<file path="config.mk">
export PLATFORM = sky130hd
export DESIGN_NAME = odyssey_video_timing
export DESIGN_NICKNAME = d
export VERILOG_FILES = /design/src/rtl/odyssey_video_pkg.sv /design/src/rtl/odyssey_ce_div.sv /design/src/rtl/odyssey_video_timing.sv
export SDC_FILE = /design/constraint.sdc
export NUM_CORES = 1
export LEC_CHECK = 0
export ABC_AREA = 0
export BUFFER_PORTS_ARGS = -buffer_cell sky130_fd_sc_hd__buf_2
export CAP_MARGIN = 5
export CORE_ASPECT_RATIO = 0.5
export CORE_MARGIN = 5
export CORE_UTILIZATION = 50
export DETAILED_ROUTE_END_ITERATION = 8
export PLACE_DENSITY_LB_ADDON = 0.2
export SYNTH_ARGS = -nofsm -noshare
export SYNTH_HDL_FRONTEND = slang
export SYNTH_SLANG_ARGS = --single-unit
</file>
<file path="constraint.sdc">
create_clock -name clk -period 3.2 [get_ports clk]
set_input_delay 0.16 -clock clk [delete_from_list [all_inputs] [get_ports clk]]
set_output_delay 0.16 -clock clk [all_outputs]
set_load 0.05 [all_outputs]
</file>
<file path="src/rtl/odyssey_video_pkg.sv">
// Shared types and per-mode vertical timing for the Odyssey raster generator.
package odyssey_video_pkg;

    typedef enum logic {
        MODE_NTSC = 1'b0,
        MODE_PAL  = 1'b1
    } mode_e;

    localparam int NTSC_V_TOTAL  = 262;
    localparam int NTSC_V_ACTIVE = 240;
    localparam int NTSC_VS_START = 245;
    localparam int PAL_V_TOTAL   = 312;
    localparam int PAL_V_ACTIVE  = 288;
    localparam int PAL_VS_START  = 295;

    function automatic int v_total(mode_e m);
        return (m == MODE_PAL) ? PAL_V_TOTAL : NTSC_V_TOTAL;
    endfunction

    function automatic int v_active(mode_e m);
        return (m == MODE_PAL) ? PAL_V_ACTIVE : NTSC_V_ACTIVE;
    endfunction

    function automatic int vs_start(mode_e m);
        return (m == MODE_PAL) ? PAL_VS_START : NTSC_VS_START;
    endfunction

endpackage

</file>
<file path="src/rtl/odyssey_ce_div.sv">
// Clock-enable divider: tick is the early (combinational) strobe, ce its registered copy.
module odyssey_ce_div #(
    parameter int DIV = 8
) (
    input  logic clk,
    input  logic rst,
    output logic tick,
    output logic ce
);
    localparam int DW = (DIV > 2) ? $clog2(DIV) : 1;

    logic [DW-1:0] div_q, div_d;
    logic          ce_q, ce_d;

    always_comb begin
        tick  = (div_q == DW'(DIV - 1));
        div_d = tick ? '0 : div_q + 1'b1;
        ce_d  = tick;
    end

    always_ff @(posedge clk or posedge rst) begin
        if (rst) begin
            div_q <= '0;
            ce_q  <= 1'b0;
        end else begin
            div_q <= div_d;
            ce_q  <= ce_d;
        end
    end

    assign ce = ce_q;

endmodule

</file>
<file path="src/rtl/odyssey_video_timing.sv">
// Parametrised raster timing generator; NTSC/PAL mode is latched only at the frame boundary.
module odyssey_video_timing
    import odyssey_video_pkg::*;
#(
    parameter int CE_DIV   = 8,
    parameter int HW       = 9,
    parameter int VW       = 9,
    parameter int FW       = 8,
    parameter int H_TOTAL  = 341,
    parameter int H_ACTIVE = 256,
    parameter int HS_START = 280,
    parameter int HS_LEN   = 25,
    parameter int VS_LEN   = 3
) (
    input  logic          clk,
    input  logic          reset,
    input  logic          pal,
    output logic          ce_pix,
    output logic [HW-1:0] hcnt,
    output logic [VW-1:0] vcnt,
    output logic          hblank,
    output logic          vblank,
    output logic          hsync,
    output logic          vsync,
    output logic          de,
    output logic          new_frame,
    output logic          mode_pal,
    output logic [FW-1:0] frame_cnt
);
    localparam int CW = ((HW > VW) ? HW : VW) + 1;

    if (H_TOTAL > (1 << HW)) begin : g_bad_htotal
        $error("H_TOTAL does not fit in hcnt");
    end
    if (PAL_V_TOTAL > (1 << VW)) begin : g_bad_vtotal
        $error("PAL V_TOTAL does not fit in vcnt");
    end
    if (HS_START + HS_LEN > H_TOTAL) begin : g_bad_hsync
        $error("hsync extends past end of line");
    end
    if (CE_DIV < 2) begin : g_bad_div
        $error("CE_DIV must be at least 2");
    end

    logic          tick;
    logic [HW-1:0] hcnt_q, hcnt_d;
    logic [VW-1:0] vcnt_q, vcnt_d;
    logic [FW-1:0] frame_cnt_q, frame_cnt_d;
    mode_e         mode_q, mode_d;
    logic          hblank_q, hblank_d, vblank_q, vblank_d;
    logic          hsync_q, hsync_d, vsync_q, vsync_d;
    logic          de_q, de_d, new_frame_q, new_frame_d;
    logic [CW-1:0] hx_d, vx_d;
    logic          h_last, v_last;

    odyssey_ce_div #(.DIV(CE_DIV)) u_ce_div (
        .clk  (clk),
        .rst  (reset),
        .tick (tick),
        .ce   (ce_pix)
    );

    always_comb begin
        hcnt_d      = hcnt_q;
        vcnt_d      = vcnt_q;
        mode_d      = mode_q;
        frame_cnt_d = frame_cnt_q;
        new_frame_d = 1'b0;
        h_last      = (CW'(hcnt_q) == CW'(H_TOTAL - 1));
        v_last      = (CW'(vcnt_q) == CW'(v_total(mode_q) - 1));
        if (tick) begin
            if (h_last) begin
                hcnt_d = '0;
                if (v_last) begin
                    vcnt_d      = '0;
                    mode_d      = pal ? MODE_PAL : MODE_NTSC;
                    frame_cnt_d = frame_cnt_q + 1'b1;
                    new_frame_d = 1'b1;
                end else begin
                    vcnt_d = vcnt_q + 1'b1;
                end
            end else begin
                hcnt_d = hcnt_q + 1'b1;
            end
        end
    end

    // Decode from next-state values so sync/blank land on the same clk as the counters.
    always_comb begin
        hx_d     = CW'(hcnt_d);
        vx_d     = CW'(vcnt_d);
        hblank_d = (hx_d >= CW'(H_ACTIVE));
        vblank_d = (vx_d >= CW'(v_active(mode_d)));
        hsync_d  = (hx_d >= CW'(HS_START)) && (hx_d < CW'(HS_START + HS_LEN));
        vsync_d  = (vx_d >= CW'(vs_start(mode_d))) && (vx_d < CW'(vs_start(mode_d) + VS_LEN));
        de_d     = ~(hblank_d | vblank_d);
    end

    always_ff @(posedge clk or posedge reset) begin
        if (reset) begin
            hcnt_q      <= '0;
            vcnt_q      <= '0;
            frame_cnt_q <= '0;
            mode_q      <= MODE_NTSC;
            hblank_q    <= 1'b0;
            vblank_q    <= 1'b0;
            hsync_q     <= 1'b0;
            vsync_q     <= 1'b0;
            de_q        <= 1'b1;
            new_frame_q <= 1'b0;
        end else begin
            hcnt_q      <= hcnt_d;
            vcnt_q      <= vcnt_d;
            frame_cnt_q <= frame_cnt_d;
            mode_q      <= mode_d;
            hblank_q    <= hblank_d;
            vblank_q    <= vblank_d;
            hsync_q     <= hsync_d;
            vsync_q     <= vsync_d;
            de_q        <= de_d;
            new_frame_q <= new_frame_d;
        end
    end

    assign hcnt      = hcnt_q;
    assign vcnt      = vcnt_q;
    assign frame_cnt = frame_cnt_q;
    assign mode_pal  = (mode_q == MODE_PAL);
    assign hblank    = hblank_q;
    assign vblank    = vblank_q;
    assign hsync     = hsync_q;
    assign vsync     = vsync_q;
    assign de        = de_q;
    assign new_frame = new_frame_q;

endmodule

</file>
### Word level (Yosys, flattened, before mapping)

Cells that the tools add are included.

| word-level totals | value |
|---|---|
| word-level logic and storage cells | 48 |
| flip-flop bits (word level) | 37 |
| output and inout bits | 34 |

| cells by class | value |
|---|---|
| bitwise operators | 2 |
| reductions and logical operators | 3 |
| muxes and demuxes | 16 |
| $add $sub $neg | 6 |
| eq/ne operators | 3 |
| order comparisons | 6 |

Operator list:

| kind | number |
|---|---|
| 2-to-1 mux 9 bit | 7 |
| adder 9 x 1 -> 9 bit, second input constant | 2 |
| greater-or-equal comparator 9 bit, second input constant | 2 |
| adder 9 x 2 -> 10 bit, second input constant | 1 |
| equality test 9 x 10 -> 1 bit | 1 |
| greater-or-equal comparator 9 x 10 -> 1 bit | 1 |
| less-than comparator 9 x 10 -> 1 bit | 1 |
| subtractor 9 x 1 -> 10 bit, second input constant | 1 |
| equality test 9 bit, second input constant | 1 |
| greater-or-equal comparator 9 bit | 1 |
| less-than comparator 9 bit, second input constant | 1 |
| adder 8 x 1 -> 8 bit, second input constant | 1 |
| 2-to-1 mux 1 bit | 7 |
| 2-to-1 mux 6 bit | 1 |
| adder 3 x 1 -> 3 bit, second input constant | 1 |
| equality test 3 bit, second input constant | 1 |
| 2-to-1 mux 3 bit | 1 |
| AND reduction 3 bit | 1 |
| logical AND 1 bit | 2 |
| inverter 1 bit | 1 |
| bitwise OR 1 bit | 1 |

### Longest topological paths before layout

| depth | value |
|---|---|
| depth after elaboration | 10 |
| gate-level depth with buffers | 15 |

### By module

A second synthesis with hierarchy kept.

| second synthesis, totals | value |
|---|---|
| cells, all modules | 201 |
| area, all modules | 2043.2 um2 |

By module, submodules not included:

| module | cells each | sequential area each (um2) | times used | area each (um2) |
|---|---|---|---|---|
| odyssey_video_timing | 193 | 802.0 | 1 | 1910.6 |
| odyssey_ce_div | 8 | 100.1 | 1 | 132.6 |

### Worst setup path after synthesis

OpenSTA, ideal clock, no wires.

| timing | value |
|---|---|
| kind | register to register |
| start | reg vcnt_q[1], in the netlist vcnt[1] |
| end | reg vsync_q, in the netlist vsync |
| stages on the path, launching flop included | 13 |
| data arrival time | 3.334 ns |
| buffers on the path | 1 |
| slack | -0.228 ns |
| cells stage by stage | dfrtp_1 or4_4 a2111oi_4 nand2_2 inv_2 buf_4 mux2i_1 inv_1 ha_1 a21o_1 a21oi_1 nand4b_1 a211oi_1 |

| between the ends | value |
|---|---|
| cells in the longest elaborated chain, start to end | 8 |
| elaborated cells on any way between the ends | 13 |
| those cells by class | add/sub: 2; order compare: 2; eq/ne: 1; mux: 7; reduce/logical: 1 |

RTL lines:

| what | line | source |
|---|---|---|
| from (decl) | odyssey_video_timing.sv:47 | `logic [VW-1:0] vcnt_q, vcnt_d;` |
| from (signal assigned) | odyssey_video_timing.sv:113 | `vcnt_q <= vcnt_d;` |
| equality test 9 x 10 -> 1 bit (*) | odyssey_video_timing.sv:70 | `v_last = (CW'(vcnt_q) == CW'(v_total(mode_q) - 1));` |
| 2-to-1 mux 1 bit (*) | odyssey_video_timing.sv:74 | `if (v_last) begin` |
| 2-to-1 mux 1 bit (*) | odyssey_video_timing.sv:72 | `if (h_last) begin` |
| 2-to-1 mux 1 bit (*) | odyssey_video_timing.sv:71 | `if (tick) begin` |
| named net mode_d | odyssey_video_timing.sv:49 | `mode_e mode_q, mode_d;` |
| 2-to-1 mux 9 bit (*) | odyssey_video_pkg.sv:25 | `return (m == MODE_PAL) ? PAL_VS_START : NTSC_VS_START;` |
| adder 9 x 2 -> 10 bit | odyssey_video_timing.sv:95 | `vsync_d = (vx_d >= CW'(vs_start(mode_d))) && (vx_d < CW'(vs_start(mode_d) + VS_LEN));` |
| less-than comparator 9 x 10 -> 1 bit | odyssey_video_timing.sv:95 |  |
| logical AND 1 bit (*) | odyssey_video_timing.sv:95 |  |
| named net vsync_d | odyssey_video_timing.sv:51 | `logic hsync_q, hsync_d, vsync_q, vsync_d;` |
| to (signal assigned) | odyssey_video_timing.sv:119 | `vsync_q <= vsync_d;` |
| to (decl) | odyssey_video_timing.sv:51 |  |

The timed path passes the listed nets; every way through them passes the cells marked *.
A chain may end at the register's enable or synchronous reset.

### Worst setup path in the final report

| timing | value |
|---|---|
| start | reg vcnt_q[1], in the netlist vcnt[1] |
| end | reg de_q, in the netlist de |

| between the ends | value |
|---|---|
| cells in the longest elaborated chain, start to end | 8 |
| elaborated cells on any way between the ends | 12 |
| those cells by class | add/sub: 1; order compare: 1; eq/ne: 1; mux: 7; bitwise: 2 |

RTL lines:

| what | line | source |
|---|---|---|
| equality test 9 x 10 -> 1 bit | odyssey_video_timing.sv:70 |  |
| 2-to-1 mux 1 bit | odyssey_video_timing.sv:74 |  |
| 2-to-1 mux 1 bit | odyssey_video_timing.sv:72 |  |
| 2-to-1 mux 1 bit | odyssey_video_timing.sv:71 |  |
| named net mode_d | odyssey_video_timing.sv:49 |  |
| 2-to-1 mux 9 bit | odyssey_video_pkg.sv:21 | `return (m == MODE_PAL) ? PAL_V_ACTIVE : NTSC_V_ACTIVE;` |
| greater-or-equal comparator 9 bit | odyssey_video_timing.sv:93 | `vblank_d = (vx_d >= CW'(v_active(mode_d)));` |
| bitwise OR 1 bit | odyssey_video_timing.sv:96 | `de_d = ~(hblank_d \| vblank_d);` |
| inverter 1 bit | odyssey_video_timing.sv:96 |  |
| named net de_d | odyssey_video_timing.sv:52 | `logic de_q, de_d, new_frame_q, new_frame_d;` |
| to (signal assigned) | odyssey_video_timing.sv:109 | `de_q <= 1'b1;` |
| to (signal assigned) | odyssey_video_timing.sv:120 | `de_q <= de_d;` |
| to (decl) | odyssey_video_timing.sv:52 |  |

The timed path passes the listed nets, and every way through them passes these cells.

==> results.sh <==
export IMPL_regToRegSetupSlack_ps=150
export IMPL_required_ps=3420
export IMPL_run_status="complete, no violations"
export IMPL_slew_violations=0
export IMPL_htree_levels=2
export IMPL_drc=0
export IMPL_setup_viol=0
export IMPL_cts_sinks=36
export IMPL_arrival_ps=3270
export IMPL_syn2layout_area_growth_pct=19.4
export IMPL_irDropWorstVdd_mv=0.158
export IMPL_yosysUniqueCellTypes=52
export IMPL_rr_worst_depth=11
export IMPL_numCtsBuffers=5
export IMPL_post_route_period_util=0.954
export IMPL_gp_congestion=0.934
export IMPL_port_buffers=36
export IMPL_fin_skew_ps=5.98
export IMPL_whs_ps=221
export IMPL_synth_nets=208
export IMPL_yosys_warnings=0
export IMPL_ys_seq_area_frac=0.452
export IMPL_hold_viol_final=0
export IMPL_cts_root_buf="clkbuf_8"
export IMPL_crit_chain="or4_4, a2111oi_4, nand2_2, inv_2, mux2i_4, inv_2, ha_1, a21o_1, a21oi_2, nor2b_1, o31a_1"
export IMPL_placeableCoreArea_um2=3880
export IMPL_maxSlewHeadroom=0.692
export IMPL_critical_path_class="reg -> reg"
export IMPL_internal_power_mw=0.612
export IMPL_crit_slowest_cell="or4_4"
export IMPL_endpoint_kind="flip-flop"
export IMPL_switching_power_mw=0.166
export IMPL_cpMostUsedCell="inv_2"
export IMPL_first_pass_iters=4
export IMPL_grt_max_degree=37
export IMPL_drtIter0Drc=66
export IMPL_antenna_found_initial=0
export IMPL_hp_start="pal"
export IMPL_clk_latency_ps=280
export IMPL_grt_pass1_wl_um=7770
export IMPL_max_cap_violations=0
export IMPL_netlist_area_um2=2000
export IMPL_dieArea_um2=5430
export IMPL_avgViaCountPerCell=5.57
export IMPL_p_per_area_nw_per_um2=327
export IMPL_layout_common_cells="36 x buf_2, 29 x dfrtp_1, 13 x nand2_1, 13 x nand4_1, 13 x ha_1"
export IMPL_clockBufferDepth=2
export IMPL_reg2reg_to="de"
export IMPL_tightest_slew_ps=462
export IMPL_whs_endpoint="mode_pal"
export IMPL_grt_pass1_vias=1569
export IMPL_hold_depth=3
export IMPL_routed_wl_um=4700
export IMPL_antenna_left=0
export IMPL_antenna_cells=0
export IMPL_die_y_um=54.7
export IMPL_synth_cells=192
export IMPL_sequentialPowerShare=0.584
export IMPL_layout_commonest_cell="buf_2"
export IMPL_tns_ps=0
export IMPL_synth_seq_cells=36
export IMPL_worstHoldPathType="in -> reg"
export IMPL_die_w_um=99.3
export IMPL_grt_usage=0.189
export IMPL_max_freq_ghz=0.328
export IMPL_dp_hpwl_um=3380
export IMPL_via_count=1620
export IMPL_nets=252
export IMPL_crit_path_max_fanout=7
export IMPL_synth_edf_count=0
export IMPL_comb_power_share=0.016
export IMPL_clock_power_share=0.400
export IMPL_gr_total_overflow=0
export IMPL_rr_startpoint="vcnt[1]"
export IMPL_avgSynthCellArea_um2=10.4
export IMPL_fin_crit_ps=3050
export IMPL_cpPeakStageDelay_ps=550
export IMPL_cellLeakagePower_nw=1.21
export IMPL_start_kind="flip-flop"
export IMPL_rsz0062_at_grt="false"
export IMPL_async_flop_share=1.00
export IMPL_start_util=0.514
export IMPL_synth_top_flop_cell="dfrtp_1"
export IMPL_cts_tree="yes"
export IMPL_switching_share=0.214
export IMPL_fp_row_count=16
export IMPL_ios=37
export IMPL_wl_per_cell_um=16.2
export IMPL_path_clk_slew_ps=70
export IMPL_drive_gt1_frac=0.291
[power groups by stage]
stage	logic (mW)	clock network (mW)	registers [mW]
6_report	0.0124	0.311	0.455
5_1_grt	0.0148	0.347	0.454
4_1_cts	0.0128	0.315	0.455
3_5_place_dp	0.0121	0	0.464
3_3_place_gp	0.0120	0	0.464
2_1_floorplan	0.00676	0	0.464
[Yosys cell counts (2+ instances only)]
cell / n / area (um2)
nor3_1: 3 / 15.0
o221ai_1: 2 / 17.5
nand3_1: 7 / 35.0
clkbuf_1: 5 / 18.8
a41oi_1: 2 / 17.5
ha_1: 13 / 163
inv_1: 9 / 33.8
mux2i_1: 3 / 30.0
xnor2_1: 11 / 96.3
nor2_1: 11 / 41.3
buf_2: 2 / 10.0
and3_1: 8 / 50.1
nand4b_1: 3 / 26.3
nand4_1: 13 / 81.3
dfrtp_1: 35 / 876
xor2_1: 8 / 70.1
nor2b_1: 2 / 12.5
o21ai_0: 6 / 30.0
buf_4: 2 / 15.0
a211oi_1: 3 / 22.5
nand2_1: 13 / 48.8
[timing repair]
action | 4_1_cts | 5_1_grt
resized for setup | 0 | 3
endpoints found under the hold margin | 35 | 0
setup buffers | 0 | 1
hold buffers | 1 | 0
endpoints found under the setup margin | 0 | 2
[layout make-up]
class | count | area, um2
clock buffer | 8 | 80.1
tap | 54 | 67.6
multi-input combinational | 137 | 1030
fill | 344 | 1500
inverter | 10 | 37.5
timing repair buffer | 46 | 258
sequential | 36 | 910
[critical path: cells and delay by family (launching register included)]
family                     cells  cell delay (ps)
and+or+nand+nor                3              820
muxes                          1              290
AOI/OAI and AO/OA              4              940
buffers and inverters          2              190
DFF                            1              450
adders and majority gates      1              300
[worst max-delay path by stage]
stage	end	start	cells after the start
after floorplan	vsync	vcnt[1]	12
after global placement	vsync	vcnt[1]	11
after detailed placement	vsync	vcnt[1]	11
after CTS	vsync	vcnt[1]	11
after global routing	de	vcnt[1]	11
final	de	vcnt[1]	11
[per-layer routing]
metal | share of wire | routed length [um] | track usage | vias up
li1 | - | - | - | 787
met1 | 0.49 | 2290 | 0.256 | 782
met2 | 0.44 | 2090 | 0.293 | 45
met3 | 0.054 | 254 | 0.0471 | 6
met4 | 0.015 | 70 | 0.0816 | 0
met5 | 0 | 0 | 0 | -
[sequential cells by signal (all words and copies together), names as in the netlist]
signal / count
mode_pal: 1
new_frame: 1
hsync: 1
vsync: 1
vblank: 1
vcnt: 9
frame_cnt: 8
hcnt: 8
u_ce_div.ce: 1
hblank: 1
de: 1
u_ce_div.div_q: 3
[per-stage QoR]
step / instances / power (mW) / utilization / worst slack, ps / instance area, um2
floorplan: 192 / 0.470 / - / 8.82 / 2020
global placement: 281 / 0.475 / 0.587 / 197 / 2280
detailed placement: 281 / 0.476 / 0.587 / 63.3 / 2280
CTS: 290 / 0.782 / 0.610 / 43.1 / 2370
global route: 291 / 0.817 / 0.613 / 8.29 / 2380
finish: 291 / 0.779 / 0.613 / 149 / 2380
[logic make-up after synthesis]
group           count (synthesis)  share of synthesized area
mux                             3                     0.0150
buf+inv                        19                     0.0407
xor+xnor                       19                     0.0834
compound gates                 26                      0.104
simple gates                   76                      0.223
flops                          36                      0.452
fa+ha+maj                      13                     0.0815
No activity file was read; power rests on OpenSTA's default activity.
